--- config.mk ---
export PLATFORM = sky130hd
export DESIGN_NAME = jtframe_bank_arb
export DESIGN_NICKNAME = d
export VERILOG_FILES = /design/src/rtl/jtframe_bank_arb.sv
export SDC_FILE = /design/constraint.sdc
export NUM_CORES = 1
export LEC_CHECK = 0
export ABC_AREA = 1
export BUFFER_PORTS_ARGS = -buffer_cell sky130_fd_sc_hd__buf_2
export CAP_MARGIN = 5
export CORE_AREA = 2 2 115 117
export DETAILED_ROUTE_END_ITERATION = 8
export DIE_AREA = 0 0 117 119
export GPL_TIMING_DRIVEN = 1
export PLACE_DENSITY = 0.8
export SKIP_CTS_REPAIR_TIMING = 1
export SLEW_MARGIN = 5
export SYNTH_ARGS = -nofsm -noshare
export SYNTH_HDL_FRONTEND = slang
export SYNTH_SLANG_ARGS = --single-unit
export TNS_END_PERCENT = 1
--- constraint.sdc ---
create_clock -name clk -period 2.7 [get_ports clk]
set_input_delay 0.405 -clock clk [delete_from_list [all_inputs] [get_ports clk]]
set_output_delay 0.405 -clock clk [all_outputs]
set_load 0.02 [all_outputs]
--- src/rtl/jtframe_bank_arb.sv ---
// Round-robin SDRAM bank arbiter: CH game channels share one controller port,
// with a download bypass that hands the port to the ROM loader.
module jtframe_bank_arb #(
  parameter int            CH    = 4,
  parameter int            AW    = 22,
  parameter int            DW    = 16,
  parameter logic [CH-1:0] WREN  = CH'(1),
  parameter logic          PRIO0 = 1'b0
) (
  input  logic             clk,
  input  logic             rst_n,
  input  logic [CH*AW-1:0] ch_addr,
  input  logic [CH-1:0]    ch_rd,
  input  logic [CH-1:0]    ch_wr,
  input  logic [CH*DW-1:0] ch_din,
  input  logic [CH*2-1:0]  ch_din_m,
  output logic [CH-1:0]    ch_ack,
  output logic [CH-1:0]    ch_rdy,
  output logic [DW-1:0]    ch_dout,
  input  logic             prog_en,
  input  logic [AW-1:0]    prog_addr,
  input  logic             prog_rd,
  input  logic             prog_we,
  input  logic [DW-1:0]    prog_data,
  input  logic [1:0]       prog_mask,
  output logic             prog_ack,
  output logic             prog_rdy,
  output logic [AW-1:0]    sdr_addr,
  output logic             sdr_rd,
  output logic             sdr_wr,
  output logic [DW-1:0]    sdr_din,
  output logic [1:0]       sdr_din_m,
  input  logic             sdr_ack,
  input  logic             sdr_rdy,
  input  logic [DW-1:0]    sdr_dout
);

  localparam int GW = $clog2(CH);

  typedef enum logic [1:0] {S_IDLE, S_REQ, S_WAIT, S_PROG} state_t;

  state_t        state_q, state_d;
  logic [GW-1:0] grant_q, grant_d;
  logic [GW-1:0] ptr_q, ptr_d;
  logic [AW-1:0] addr_q, addr_d;
  logic [DW-1:0] din_q, din_d;
  logic [DW-1:0] dout_q, dout_d;
  logic [1:0]    mask_q, mask_d;
  logic          rd_q, rd_d;
  logic          wr_q, wr_d;
  logic [CH-1:0] rdy_q, rdy_d;

  logic [CH-1:0] req;
  logic [GW-1:0] win;
  logic [GW:0]   cand;
  logic          found;
  logic          win_wr;

  assign req = ch_rd | (ch_wr & WREN);

  // Scan from the pointer upward with wrap; channel 0 may override the scan.
  always_comb begin
    win   = ptr_q;
    found = 1'b0;
    cand  = '0;
    for (int k = 0; k < CH; k++) begin
      cand = {1'b0, ptr_q} + (GW+1)'(k);
      if (cand >= (GW+1)'(CH)) cand = cand - (GW+1)'(CH);
      if (!found && req[cand[GW-1:0]]) begin
        found = 1'b1;
        win   = cand[GW-1:0];
      end
    end
    if (PRIO0 && req[0]) begin
      found = 1'b1;
      win   = '0;
    end
  end

  assign win_wr = ch_wr[win] & WREN[win];

  always_comb begin
    state_d = state_q;
    grant_d = grant_q;
    ptr_d   = ptr_q;
    addr_d  = addr_q;
    din_d   = din_q;
    mask_d  = mask_q;
    rd_d    = rd_q;
    wr_d    = wr_q;
    dout_d  = dout_q;
    rdy_d   = '0;
    case (state_q)
      S_IDLE: begin
        if (prog_en) begin
          state_d = S_PROG;
        end else if (found) begin
          grant_d = win;
          ptr_d   = (win == GW'(CH-1)) ? '0 : win + GW'(1);
          addr_d  = ch_addr[int'(win)*AW +: AW];
          din_d   = ch_din[int'(win)*DW +: DW];
          mask_d  = ch_din_m[int'(win)*2 +: 2];
          wr_d    = win_wr;
          rd_d    = ~win_wr;
          state_d = S_REQ;
        end
      end
      S_REQ: begin
        if (sdr_ack) begin
          rd_d = 1'b0;
          wr_d = 1'b0;
          if (sdr_rdy) begin
            dout_d         = sdr_dout;
            rdy_d[grant_q] = 1'b1;
            state_d        = S_IDLE;
          end else begin
            state_d = S_WAIT;
          end
        end
      end
      S_WAIT: begin
        if (sdr_rdy) begin
          dout_d         = sdr_dout;
          rdy_d[grant_q] = 1'b1;
          state_d        = S_IDLE;
        end
      end
      S_PROG: begin
        if (!prog_en) state_d = S_IDLE;
      end
      default: state_d = S_IDLE;
    endcase
  end

  always_ff @(posedge clk or negedge rst_n) begin
    if (!rst_n) begin
      state_q <= S_IDLE;
      grant_q <= '0;
      ptr_q   <= '0;
      addr_q  <= '0;
      din_q   <= '0;
      mask_q  <= 2'b11;
      rd_q    <= 1'b0;
      wr_q    <= 1'b0;
      dout_q  <= '0;
      rdy_q   <= '0;
    end else begin
      state_q <= state_d;
      grant_q <= grant_d;
      ptr_q   <= ptr_d;
      addr_q  <= addr_d;
      din_q   <= din_d;
      mask_q  <= mask_d;
      rd_q    <= rd_d;
      wr_q    <= wr_d;
      dout_q  <= dout_d;
      rdy_q   <= rdy_d;
    end
  end

  // Acknowledge is passed straight through so the channel sees it with sdr_ack.
  always_comb begin
    ch_ack = '0;
    if (state_q == S_REQ && sdr_ack) ch_ack[grant_q] = 1'b1;
  end

  assign ch_rdy    = rdy_q;
  assign ch_dout   = dout_q;
  assign prog_ack  = (state_q == S_PROG) & sdr_ack;
  assign prog_rdy  = (state_q == S_PROG) & sdr_rdy;
  assign sdr_addr  = (state_q == S_PROG) ? prog_addr : addr_q;
  assign sdr_rd    = (state_q == S_PROG) ? prog_rd   : rd_q;
  assign sdr_wr    = (state_q == S_PROG) ? prog_we   : wr_q;
  assign sdr_din   = (state_q == S_PROG) ? prog_data : din_q;
  assign sdr_din_m = (state_q == S_PROG) ? prog_mask : mask_q;

endmodule

==> out/metrics.cfg <==
[pwr]
p_sw_frac=0.530
pwr_dens_nw_per_um2=1520
power.ir.vdd_worst_uv=795
net-switching-power_mw=5.54
power.share.combinational=0.684
cell_internal_pwr_mw=4.90
power.static_leakage_nw=4.01
power.clock.fraction=0.141
power_frac_seq=0.174

[timing]
timing.final.max_slew_violations=0
max_freq_mhz=418
report.final.setup_viol=0
setup-tns-final_ns=0
final_min_period_over_clock_period=0.886
final.min_clock_period_ns=2.39
report.final.hold_viol_count=0
slew_headroom=0.383
setup_slack_ns=0.308
timing_worst_slew_pin_value_ns=0.920
finClkSkew_ns=0.0126
rsz0062_at_grt=false

[floorplan]
floorplan.die_area_um2=13900
io_pins=299
starting_density_of_the_core=0.379
num_rows=42
chipWidth_um=117
coreArea_um2=12900
chipHeight_um=119

[placed_design]
place.detailed.hpwl_um=11900
finalWeightedCongestion=0.879
io_buffers=298
dp_slack_ns=0.0124

[global_route]
global_route.usage.met3=0.0341
grt_usage=0.227
grt_busiest_layer=met2
grt_first_pass_wirelength_um=25000
met1_global_route_usage=0.267
groute.layer.met2.usage=0.408
maximum_number_of_pins_on_one_net_before_global_route_repair=69
initial_antenna_violation_count=0
global_route.overflow_total=0
via_count_of_the_first_global_routing_pass=5480

[critical_path]
worstSetupStartpointType=flop
reg2reg_from=ptr_q[0]$_DFFE_PN0P_
cp_data_required_time_ns=2.30
worst_setup_path_endpoint=sdr_addr[19]
capture_point_of_the_worst_reg_to_reg_path=rd_q$_DFFE_PN0P_
timing.critical_path.arrival_ns=1.99
setup.worst_path.end_class=primary output
minimum_setup_slack_among_reg_to_reg_paths_ns=0.32
timing.critical_path.from=state_q[0]$_DFFE_PN0P_
timing.critical_path.fanout_max=11
reg2regPathDepth=15
setup.worst_path.class=flop to primary output

[clock_network]
cts_max_path_bufs=2
tritoncts=done
cts-htree-levels=3
cts_made_buffers=9
clock_latency_ns=0.33
clock_sink_count=68
library_cell_used_as_clock_root_buffer=clkbuf_16
cts.clk_slew.worst_paths_ns=0.06

[status]
run_status=finished, final reports clean

[drt]
detailed_routing_iteration_count_for_the_pre_antenna_repair_pass=6
wl_um=16400
antenna_left=0
via_count=5946
avgViaCountPerCell=4.90
remaining_drc_errors=0
initialDrtViolationCount=406
wire_per_inst_um=13.5

[synth]
yosysSeqAreaShare=0.349
netlist_area_um2=4880
post_synth_inst_count=747
syn_nets=985
synth_top_flop_cell=dfrtp_1
synth_cell_types=36
synth_enable_flop_cells=0
yosys_warnings=0
postSynth.asyncResetShare=1.00
synth-seq-cells=68
avgSynthCellArea_um2=6.53

[layout]
antenna-diode-count=0
final_layout_size_suffix_gt1_frac=0.358
post-route-util=0.533
fillerInstances=1288
areaGrowthSynthToFinish_pct=40.5
final_nets=1270

[job]
max_cap_viol_count=0

[hold_path]
min-delay-path-class=input pin to async pin

through the flow:
step	total power, mW	std cells	hold slack, ns	instance area (µm²)
2_1_floorplan	7.21	747	0.109	4880
3_5_place_dp	8.94	1193	0.463	6450
5_1_grt	11.4	1213	0.265	6860
6_report	10.4	1213	0.178	6860
3_3_place_gp	8.88	1193	0.454	6450
4_1_cts	10.5	1209	0.223	6820
power groups by stage:
| stage | clock [mW] | sequential [mW] | combinational (mW) |
|---|---|---|---|
| floorplan | 0 | 1.91 | 5.30 |
| global placement | 0 | 1.81 | 7.06 |
| detailed placement | 0 | 1.82 | 7.12 |
| CTS | 1.51 | 1.82 | 7.14 |
| global route | 1.54 | 1.88 | 7.98 |
| finish | 1.48 | 1.82 | 7.15 |
cell families after synthesis:
group	share of synthesized area
AND/OR/NAND/NOR	0.497
flip-flops	0.349
buffers and inverters	0.0779
multiplexers	0.0369
AO/OA/AOI/OAI	0.0208
adder cells (fa/ha/maj)	0.0179
synth_stat cells, types with 2 or more instances:
cell,instances,area (µm²)
o21ai_0,3,15.0
nand2_2,3,18.8
dfrtp_1,66,1650
dfstp_2,2,52.6
nor2_1,10,37.5
nand4_1,2,12.5
nand3_1,130,651
nand2_4,2,22.5
o211ai_1,2,15.0
o21ai_1,2,10.0
clkbuf_1,10,37.5
mux2_2,16,180
inv_2,4,15.0
ha_1,7,87.6
inv_1,14,52.6
a21oi_1,3,15.0
buf_2,17,85.1
nand2_1,418,1570
buf_6,15,169
nor3_1,5,25.0
critical path: stages (launching register included):
cell and delay [ns]:
dfrtp_1 0.38, ha_2 0.19, clkinv_1 0.40, buf_4 0.36
nand2_1 0.11, nand2_1 0.06, buf_2 0.15
layout by cell type, fill, tap and decap left out, types with 2 or more instances in the layout:
master	n
buf_2	297
clkbuf_16	9
o21ai_1	2
dfrtp_1	65
ha_1	6
buf_4	17
nand2_2	3
bufinv_16	4
inv_6	2
a21oi_1	3
o211ai_1	2
nor2_1	10
mux2_2	16
nand2_1	418
inv_2	4
nor3_1	5
inv_1	14
buf_12	3
nand2_4	2
dfstp_2	2
nand3_1	130
nand4_1	2
o21ai_0	3
final cells by class:
class | instances | area [µm²] | share of cell area
Clock buffer | 9 | 225 | 0.0328
Tap cell | 176 | 220 | 0.0321
Clock inverter | 7 | 146 | 0.0214
Timing Repair Buffer | 317 | 1670 | 0.244
Inverter | 20 | 77.6 | 0.0113
Multi-Input combinational cell | 616 | 2810 | 0.409
Sequential cell | 68 | 1710 | 0.249
registers in the layout (all words and copies together), names as in the netlist:
name     flops
addr_q      22
ch_dout     16
ch_rdy       4
din_q       16
grant_q      2
mask_q       2
ptr_q        2
rd_q         1
state_q      2
wr_q         1
worst min-delay path by stage:
stage                               start               endpoint  cells after the start
floorplan                           rst_n  addr_q[0]$_DFFE_PN0P_                      0
global placement    mask_q[1]$_DFFE_PN1P_  mask_q[1]$_DFFE_PN1P_                      2
detailed placement  mask_q[1]$_DFFE_PN1P_  mask_q[1]$_DFFE_PN1P_                      2
CTS                                 rst_n  addr_q[0]$_DFFE_PN0P_                      1
global route                        rst_n  addr_q[0]$_DFFE_PN0P_                      1
finish                              rst_n  addr_q[0]$_DFFE_PN0P_                      1
metal layers:
metal | wire length (µm) | part of all wire | vias up
met5 | 0 | 0 | -
met4 | 301 | 0.018 | 0
met3 | 1290 | 0.079 | 26
met2 | 8140 | 0.50 | 313
met1 | 6660 | 0.41 | 2651
li1 | - | - | 2956
(Power assumes the default switching activity.)
